===== src/rtl/otp_ecc_reg_array.sv =====
// Depth x Width register array protected by extended-Hamming SECDED, with a
// 1-cycle host read port, a host write port and a background scrub engine.
module otp_ecc_reg_array #(
  parameter int Width = 32,
  parameter int Depth = 15,
  localparam int AddrW = $clog2(Depth),
  localparam int ParW  = (Width <= 4)  ? 4 :
                         (Width <= 11) ? 5 :
                         (Width <= 26) ? 6 :
                         (Width <= 57) ? 7 : 8
) (
  input  logic                  clk_i,
  input  logic                  rst_i,
  input  logic                  wr_en_i,
  input  logic [AddrW-1:0]      wr_addr_i,
  input  logic [Width-1:0]      wr_data_i,
  input  logic [Width+ParW-1:0] wr_flip_i,
  input  logic                  rd_en_i,
  input  logic [AddrW-1:0]      rd_addr_i,
  output logic                  rd_valid_o,
  output logic [Width-1:0]      rd_data_o,
  output logic [1:0]            rd_err_o,
  input  logic                  scrub_req_i,
  output logic                  scrub_busy_o,
  output logic                  scrub_done_o,
  output logic [7:0]            scrub_corr_cnt_o,
  output logic                  fatal_o,
  output logic [31:0]           addr_w_o
);

  localparam int PB = ParW - 1;
  localparam int HW = Width + PB;
  localparam int CW = Width + ParW;
  localparam logic [AddrW:0]   DepthA  = (AddrW + 1)'(Depth);
  localparam logic [AddrW-1:0] LastPtr = AddrW'(Depth - 1);

  typedef enum logic [1:0] {IDLE, SCAN, DONE} state_e;

  // Data fills the non-power-of-two positions; parity bits zero the syndrome.
  function automatic logic [CW-1:0] encode(input logic [Width-1:0] d);
    logic [CW-1:0] cw;
    logic [PB-1:0] syn;
    int k;
    cw  = '0;
    syn = '0;
    k   = 0;
    for (int i = 0; i < HW; i++) begin
      if (((i + 1) & i) != 0) begin
        cw[i] = d[k];
        k++;
      end else begin
        cw[i] = 1'b0;
      end
    end
    for (int i = 0; i < HW; i++) begin
      if (cw[i]) syn = syn ^ PB'(i + 1);
      else       syn = syn;
    end
    for (int j = 0; j < PB; j++) cw[(1 << j) - 1] = syn[j];
    cw[CW-1] = ^cw[HW-1:0];
    return cw;
  endfunction

  // Returns {status, data}; uncorrectable words keep their raw data bits.
  function automatic logic [Width+1:0] decode(input logic [CW-1:0] cw);
    logic [CW-1:0]    fx;
    logic [PB-1:0]    syn;
    logic [Width-1:0] d;
    logic [1:0]       err;
    int k;
    syn = '0;
    for (int i = 0; i < HW; i++) begin
      if (cw[i]) syn = syn ^ PB'(i + 1);
      else       syn = syn;
    end
    fx = cw;
    if (^cw) begin
      err = 2'b01;
      if (syn == '0)               fx[CW-1] = ~fx[CW-1];
      else if (int'(syn) <= HW)    fx[int'(syn) - 1] = ~fx[int'(syn) - 1];
      else                         fx = cw;
    end else if (syn != '0) begin
      err = 2'b10;
    end else begin
      err = 2'b00;
    end
    d = '0;
    k = 0;
    for (int i = 0; i < HW; i++) begin
      if (((i + 1) & i) != 0) begin
        d[k] = fx[i];
        k++;
      end else begin
        k = k;
      end
    end
    return {err, d};
  endfunction

  logic [CW-1:0]      mem_q [Depth];
  logic [CW-1:0]      mem_d [Depth];
  state_e             state_q, state_d;
  logic [AddrW-1:0]   ptr_q, ptr_d;
  logic [7:0]         cnt_q, cnt_d;
  logic [7:0]         corr_cnt_q, corr_cnt_d;
  logic               fatal_q, fatal_d;
  logic               rd_valid_q, rd_valid_d;
  logic [Width-1:0]   rd_data_q, rd_data_d;
  logic [1:0]         rd_err_q, rd_err_d;

  logic               rd_in_range_s, wr_in_range_s, host_busy_s;
  logic [CW-1:0]      rd_cw_s;
  logic [Width+1:0]   rd_dec_s, scan_dec_s;

  // Address checks and the two combinational decoders.
  always_comb begin
    rd_in_range_s = ({1'b0, rd_addr_i} < DepthA);
    wr_in_range_s = ({1'b0, wr_addr_i} < DepthA);
    host_busy_s   = wr_en_i | rd_en_i;
    if (rd_in_range_s) rd_cw_s = mem_q[rd_addr_i];
    else               rd_cw_s = '0;
    rd_dec_s   = decode(rd_cw_s);
    scan_dec_s = decode(mem_q[ptr_q]);
  end

  // Host port, storage update and scrub next-state logic.
  always_comb begin
    mem_d      = mem_q;
    state_d    = state_q;
    ptr_d      = ptr_q;
    cnt_d      = cnt_q;
    corr_cnt_d = corr_cnt_q;
    fatal_d    = fatal_q;
    rd_valid_d = rd_en_i;
    rd_data_d  = rd_data_q;
    rd_err_d   = rd_err_q;

    if (rd_en_i && rd_in_range_s) begin
      rd_data_d = rd_dec_s[Width-1:0];
      rd_err_d  = rd_dec_s[Width+1:Width];
      if (rd_dec_s[Width+1:Width] == 2'b10) fatal_d = 1'b1;
      else                                  fatal_d = fatal_q;
    end else if (rd_en_i) begin
      rd_data_d = '0;
      rd_err_d  = 2'b11;
    end else begin
      rd_data_d = rd_data_q;
    end

    if (wr_en_i && wr_in_range_s) mem_d[wr_addr_i] = encode(wr_data_i) ^ wr_flip_i;
    else                          mem_d = mem_d;

    // Host traffic in any cycle freezes the sweep; the host always wins.
    case (state_q)
      IDLE: begin
        if (scrub_req_i) begin
          state_d = SCAN;
          ptr_d   = '0;
          cnt_d   = 8'd0;
        end else begin
          state_d = IDLE;
        end
      end
      SCAN: begin
        if (!host_busy_s) begin
          if (scan_dec_s[Width+1:Width] == 2'b01) begin
            mem_d[ptr_q] = encode(scan_dec_s[Width-1:0]);
            if (cnt_q != 8'hFF) cnt_d = cnt_q + 8'd1;
            else                cnt_d = cnt_q;
          end else if (scan_dec_s[Width+1:Width] == 2'b10) begin
            fatal_d = 1'b1;
          end else begin
            cnt_d = cnt_q;
          end
          if (ptr_q == LastPtr) begin
            state_d    = DONE;
            corr_cnt_d = cnt_d;
          end else begin
            ptr_d = ptr_q + AddrW'(1);
          end
        end else begin
          ptr_d = ptr_q;
        end
      end
      DONE:    state_d = IDLE;
      default: state_d = IDLE;
    endcase
  end

  // State registers; reset clears every entry to the all-zero-data codeword.
  always_ff @(posedge clk_i) begin
    if (rst_i) begin
      for (int i = 0; i < Depth; i++) mem_q[i] <= encode('0);
      state_q    <= IDLE;
      ptr_q      <= '0;
      cnt_q      <= 8'd0;
      corr_cnt_q <= 8'd0;
      fatal_q    <= 1'b0;
      rd_valid_q <= 1'b0;
      rd_data_q  <= '0;
      rd_err_q   <= 2'b00;
    end else begin
      mem_q      <= mem_d;
      state_q    <= state_d;
      ptr_q      <= ptr_d;
      cnt_q      <= cnt_d;
      corr_cnt_q <= corr_cnt_d;
      fatal_q    <= fatal_d;
      rd_valid_q <= rd_valid_d;
      rd_data_q  <= rd_data_d;
      rd_err_q   <= rd_err_d;
    end
  end

  assign rd_valid_o       = rd_valid_q;
  assign rd_data_o        = rd_data_q;
  assign rd_err_o         = rd_err_q;
  assign scrub_busy_o     = (state_q != IDLE);
  assign scrub_done_o     = (state_q == DONE);
  assign scrub_corr_cnt_o = corr_cnt_q;
  assign fatal_o          = fatal_q;
  assign addr_w_o         = 32'(AddrW);

endmodule

===== config.mk =====
export PLATFORM = sky130hd
export DESIGN_NAME = otp_ecc_reg_array
export DESIGN_NICKNAME = d
export VERILOG_FILES = /design/src/rtl/otp_ecc_reg_array.sv
export SDC_FILE = /design/constraint.sdc
export NUM_CORES = 2
export LEC_CHECK = 0
export CAP_MARGIN = 20
export CORE_ASPECT_RATIO = 1.1
export CORE_MARGIN = 5
export CORE_UTILIZATION = 40
export CTS_BUF_LIST = sky130_fd_sc_hd__clkbuf_16
export DETAILED_ROUTE_END_ITERATION = 12
export PLACE_DENSITY = 0.57
export SLEW_MARGIN = 10
export SYNTH_ARGS = -nofsm -noshare
export SYNTH_HDL_FRONTEND = slang
export SYNTH_SLANG_ARGS = --single-unit
export TNS_END_PERCENT = 5

===== constraint.sdc =====
create_clock -name clk_i -period 15.8 [get_ports clk_i]
set_input_delay 2.37 -clock clk_i [delete_from_list [all_inputs] [get_ports clk_i]]
set_output_delay 2.37 -clock clk_i [all_outputs]
set_load 0.02 [all_outputs]

==> metrics.yaml <==
critical_path:
  start_kind: "flop"
  cp_data_required_time_ns: 16.34
  crit_path_max_fanout: 43
  worstSetupEndpointType: "flop"
  worst-setup-path-type: "flop to flop"
  arrival_ns: 11.18
  r2r_cells: 25
clocking:
  root_buffer: "clkbuf_16"
  clk_path_buf_depth: 3
  ctsResizeCount: 0
  postCtsHoldBufs: 0
  path_clk_slew_ns: 0.07
  cts_htree_levels: 3
  clkLatencyLatePin_ns: 0.66
  numCtsBuffers: 74
  cts_tree: "done"
  post-cts-setup-buffers: 0
  numClockSinks: 643
drt:
  wl_met3_um: 19110
  met2_length_um: 81910
  postRouteAntennaNets: 0
  drc_errors: 0
  finalWirelength_um: 185100
  vias_per_cell: 6.128
  drt-initial-drc-count: 5344
  vias: 41831
  wl_met1_um: 72250
  topRoutingLayerUsed: "met4"
  wl_per_cell_um: 27.12
  firstDrtPassIters: 5
yosys:
  syn_inst: 5546
  syn_area_per_cell_sq_um: 7.920
  synth_cell_types: 88
  yosysSeqAreaShare: 0.2931
  synth_edf_count: 0
  yosys.area.top_type: "dfxtp_1"
  synth_top_area_frac: 0.2931
  yosysWarnings: 0
  ys.flop_type: "dfxtp_1"
  yosys-top-cells-area: "dfxtp_1 (29%), mux4_2 (13%), nor2_1 (10%), a21oi_1 (7.2%), nand2_1 (5.0%)"
  synth_area_sq_um: 43920
  synthArstFlopShare: 0
  synth_seq_cells: 643
floorplanning:
  boundaryPins: 162
  coreArea_sq_um: 109000
  die_area_sq_um: 116500
  num_rows: 127
  die_w_um: 325.9
  die_h_um: 357.5
  start_util: 0.4029
power:
  p_sw_frac: 0.4003
  p_clk_frac: 0.323
  powerDensity_nw_per_um2: 109.9
  combinationalPowerShare: 0.358
  power_frac_seq: 0.319
  intPower_w: 0.003187
  net-switching-power_w: 0.002128
  power.leakage_nw: 16.29
  vdd_drop_max_mv: 0.2096
placement:
  gp_routability_congestion: 0.9606
  port_buffers: 129
  pre_cts_ws_ns: 4.143
  post-dp-hpwl_um: 115400
layout:
  mostFrequentLayoutCell: "nor2_1"
  fill_cells: 10766
  drive_above_1_share: 0.1287
  multiInputGateArea_sq_um: 28840
  nets: 5447
  areaGrowthSynthToFinish_pct: 10.15
  seqCellArea_sq_um: 12880
  final_cell_mix: "nor2_1 (1225), dfxtp_1 (640), a21oi_1 (627)"
grt:
  grt_use_total: 0.3064
  antenna_found_initial: 3
  grt_pass1_vias: 38475
  grt_overflow_total: 0
  grt_max_degree: 216
  grt_pass1_wl_um: 268400
status:
  status: "completed"
min_path:
  hp-class: "flop to flop"
  holdPathStages: 2
timing:
  rsz0062_at_grt: "false"
  final.min_clock_period_ns: 10.64
  setup_viol: 0
  clock-skew-final_ns: 0.03644
  worstMarginPinSlew_ns: 1.194
  fin_crit_sh: 0.6734
  drv_slew: 0
  relSlewSlack: 0.2001
  setup_tns_ns: 0
  finalHoldViolations: 0
  fmax_ghz: 0.09398
  setup_ws_ns: 5.160
job:
  drv_cap: 0
[cell usage after synthesis, types with 5 or more instances]
cell,n
buf_4,37
inv_1,18
xor2_1,70
mux2_1,8
a221o_1,24
clkbuf_1,419
buf_1,55
a22oi_1,16
mux2i_2,10
nor2b_1,20
xnor2_2,8
o2bb2ai_1,6
nand3_1,32
a221oi_1,29
nor3b_1,6
buf_2,43
buf_6,12
o221ai_1,10
ha_1,12
or3_1,6
and2_1,12
xnor3_2,6
mux2_2,50
or2_2,8
a211oi_2,11
o211ai_1,43
a21oi_1,628
nor3_1,33
a211oi_1,178
mux2i_1,201
and3_1,18
buf_8,9
xnor2_1,224
o21ai_0,434
xnor3_1,14
and2_0,5
nand4_1,12
nor2_1,1228
nand2b_1,7
dfxtp_1,643
o31ai_1,10
mux4_2,256
nand2_1,590
[final cells by class]
| class | count | area share |
|---|---|---|
| diodes | 1 | 0.00005173 |
| clock buffers | 77 | 0.03983 |
| clock inverters | 54 | 0.007836 |
| inverters | 23 | 0.001785 |
| multi-input cells | 4333 | 0.5961 |
| flip-flops and latches | 643 | 0.2663 |
| well taps | 1419 | 0.03670 |
| repair buffers | 276 | 0.05136 |
[path summary, 6_finish.rpt]
| kind | startpoint | to | slack, ns |
|---|---|---|---|
| max | ptr_q[2] | mem_q[428] | 5.16 |
| min reg2reg | scrub_corr_cnt_o[6] | scrub_corr_cnt_o[6] | 0.47 |
| max reg2reg | ptr_q[2] | mem_q[428] | 5.16 |
| min | scrub_corr_cnt_o[6] | scrub_corr_cnt_o[6] | 0.47 |
[power groups by stage]
stage	clock network [W]	registers (W)	logic (W)
global route	0.00180	0.00170	0.00201
global placement	0	0.00173	0.00185
CTS	0.00173	0.00169	0.00186
detailed placement	0	0.00173	0.00185
finish	0.00172	0.00170	0.00190
floorplan	0	0.00172	0.00126
[logic make-up after synthesis]
group | Yosys count | synth area share
adders and majority gates | 12 | 0.003418
xor gates and xnor gates | 327 | 0.07481
and+or+nand+nor | 1999 | 0.1805
buffers and inverters | 600 | 0.06042
DFF | 643 | 0.2931
AOI/OAI and AO/OA | 1436 | 0.1915
muxes | 527 | 0.1961
other | 2 | 0.0001710
[metrics by stage]
step                      power, W  instances  instance area, sq um    util  hold WS [ns]
after floorplan           0.002989       5576                 44030       -        0.4958
after global placement    0.003584       6687                 45960  0.4216        0.4433
after detailed placement  0.003584       6690                 46010  0.4220        0.4590
after CTS                 0.005290       6821                 48310  0.4432        0.4715
after global routing      0.005507       6825                 48380  0.4438        0.5135
final                     0.005315       6826                 48380  0.4438        0.4663
[worst max-delay path, cell delays in order (launching register included)]
cell and delay [ns]:
dfxtp_4 0.92, buf_4 0.71, inv_2 0.46, buf_4 0.41
a221oi_1 0.27, a221o_1 0.22, xor2_1 0.08, mux2i_1 0.40
xnor2_1 0.20, xnor3_1 0.55, xnor2_4 0.57, inv_2 0.33
ha_1 0.40, xnor2_2 0.30, xor2_1 0.17, buf_4 0.26
mux4_2 0.55, and2_1 0.18, a211oi_2 0.55, mux2_2 0.60
xnor3_1 0.49, xor3_1 0.28, xnor3_2 0.47, xnor2_1 0.26
xnor3_2 0.48, a211oi_1 0.31
[flip-flops by register name, summed over array words and instances (netlist names)]
name	count
mem_q	585
rd_data_o	32
cnt_q	8
scrub_corr_cnt_o	8
ptr_q	4
rd_err_o	2
state_q	2
fatal_o	1
rd_valid_o	1
[per-layer routing]
layer	vias to the layer above	global-route usage
met4	0	0.1707
li1	18920	-
met3	470	0.05550
met1	20151	0.3994
met2	2290	0.4837
met5	-	0
Power figures use the tool's default switching activity.
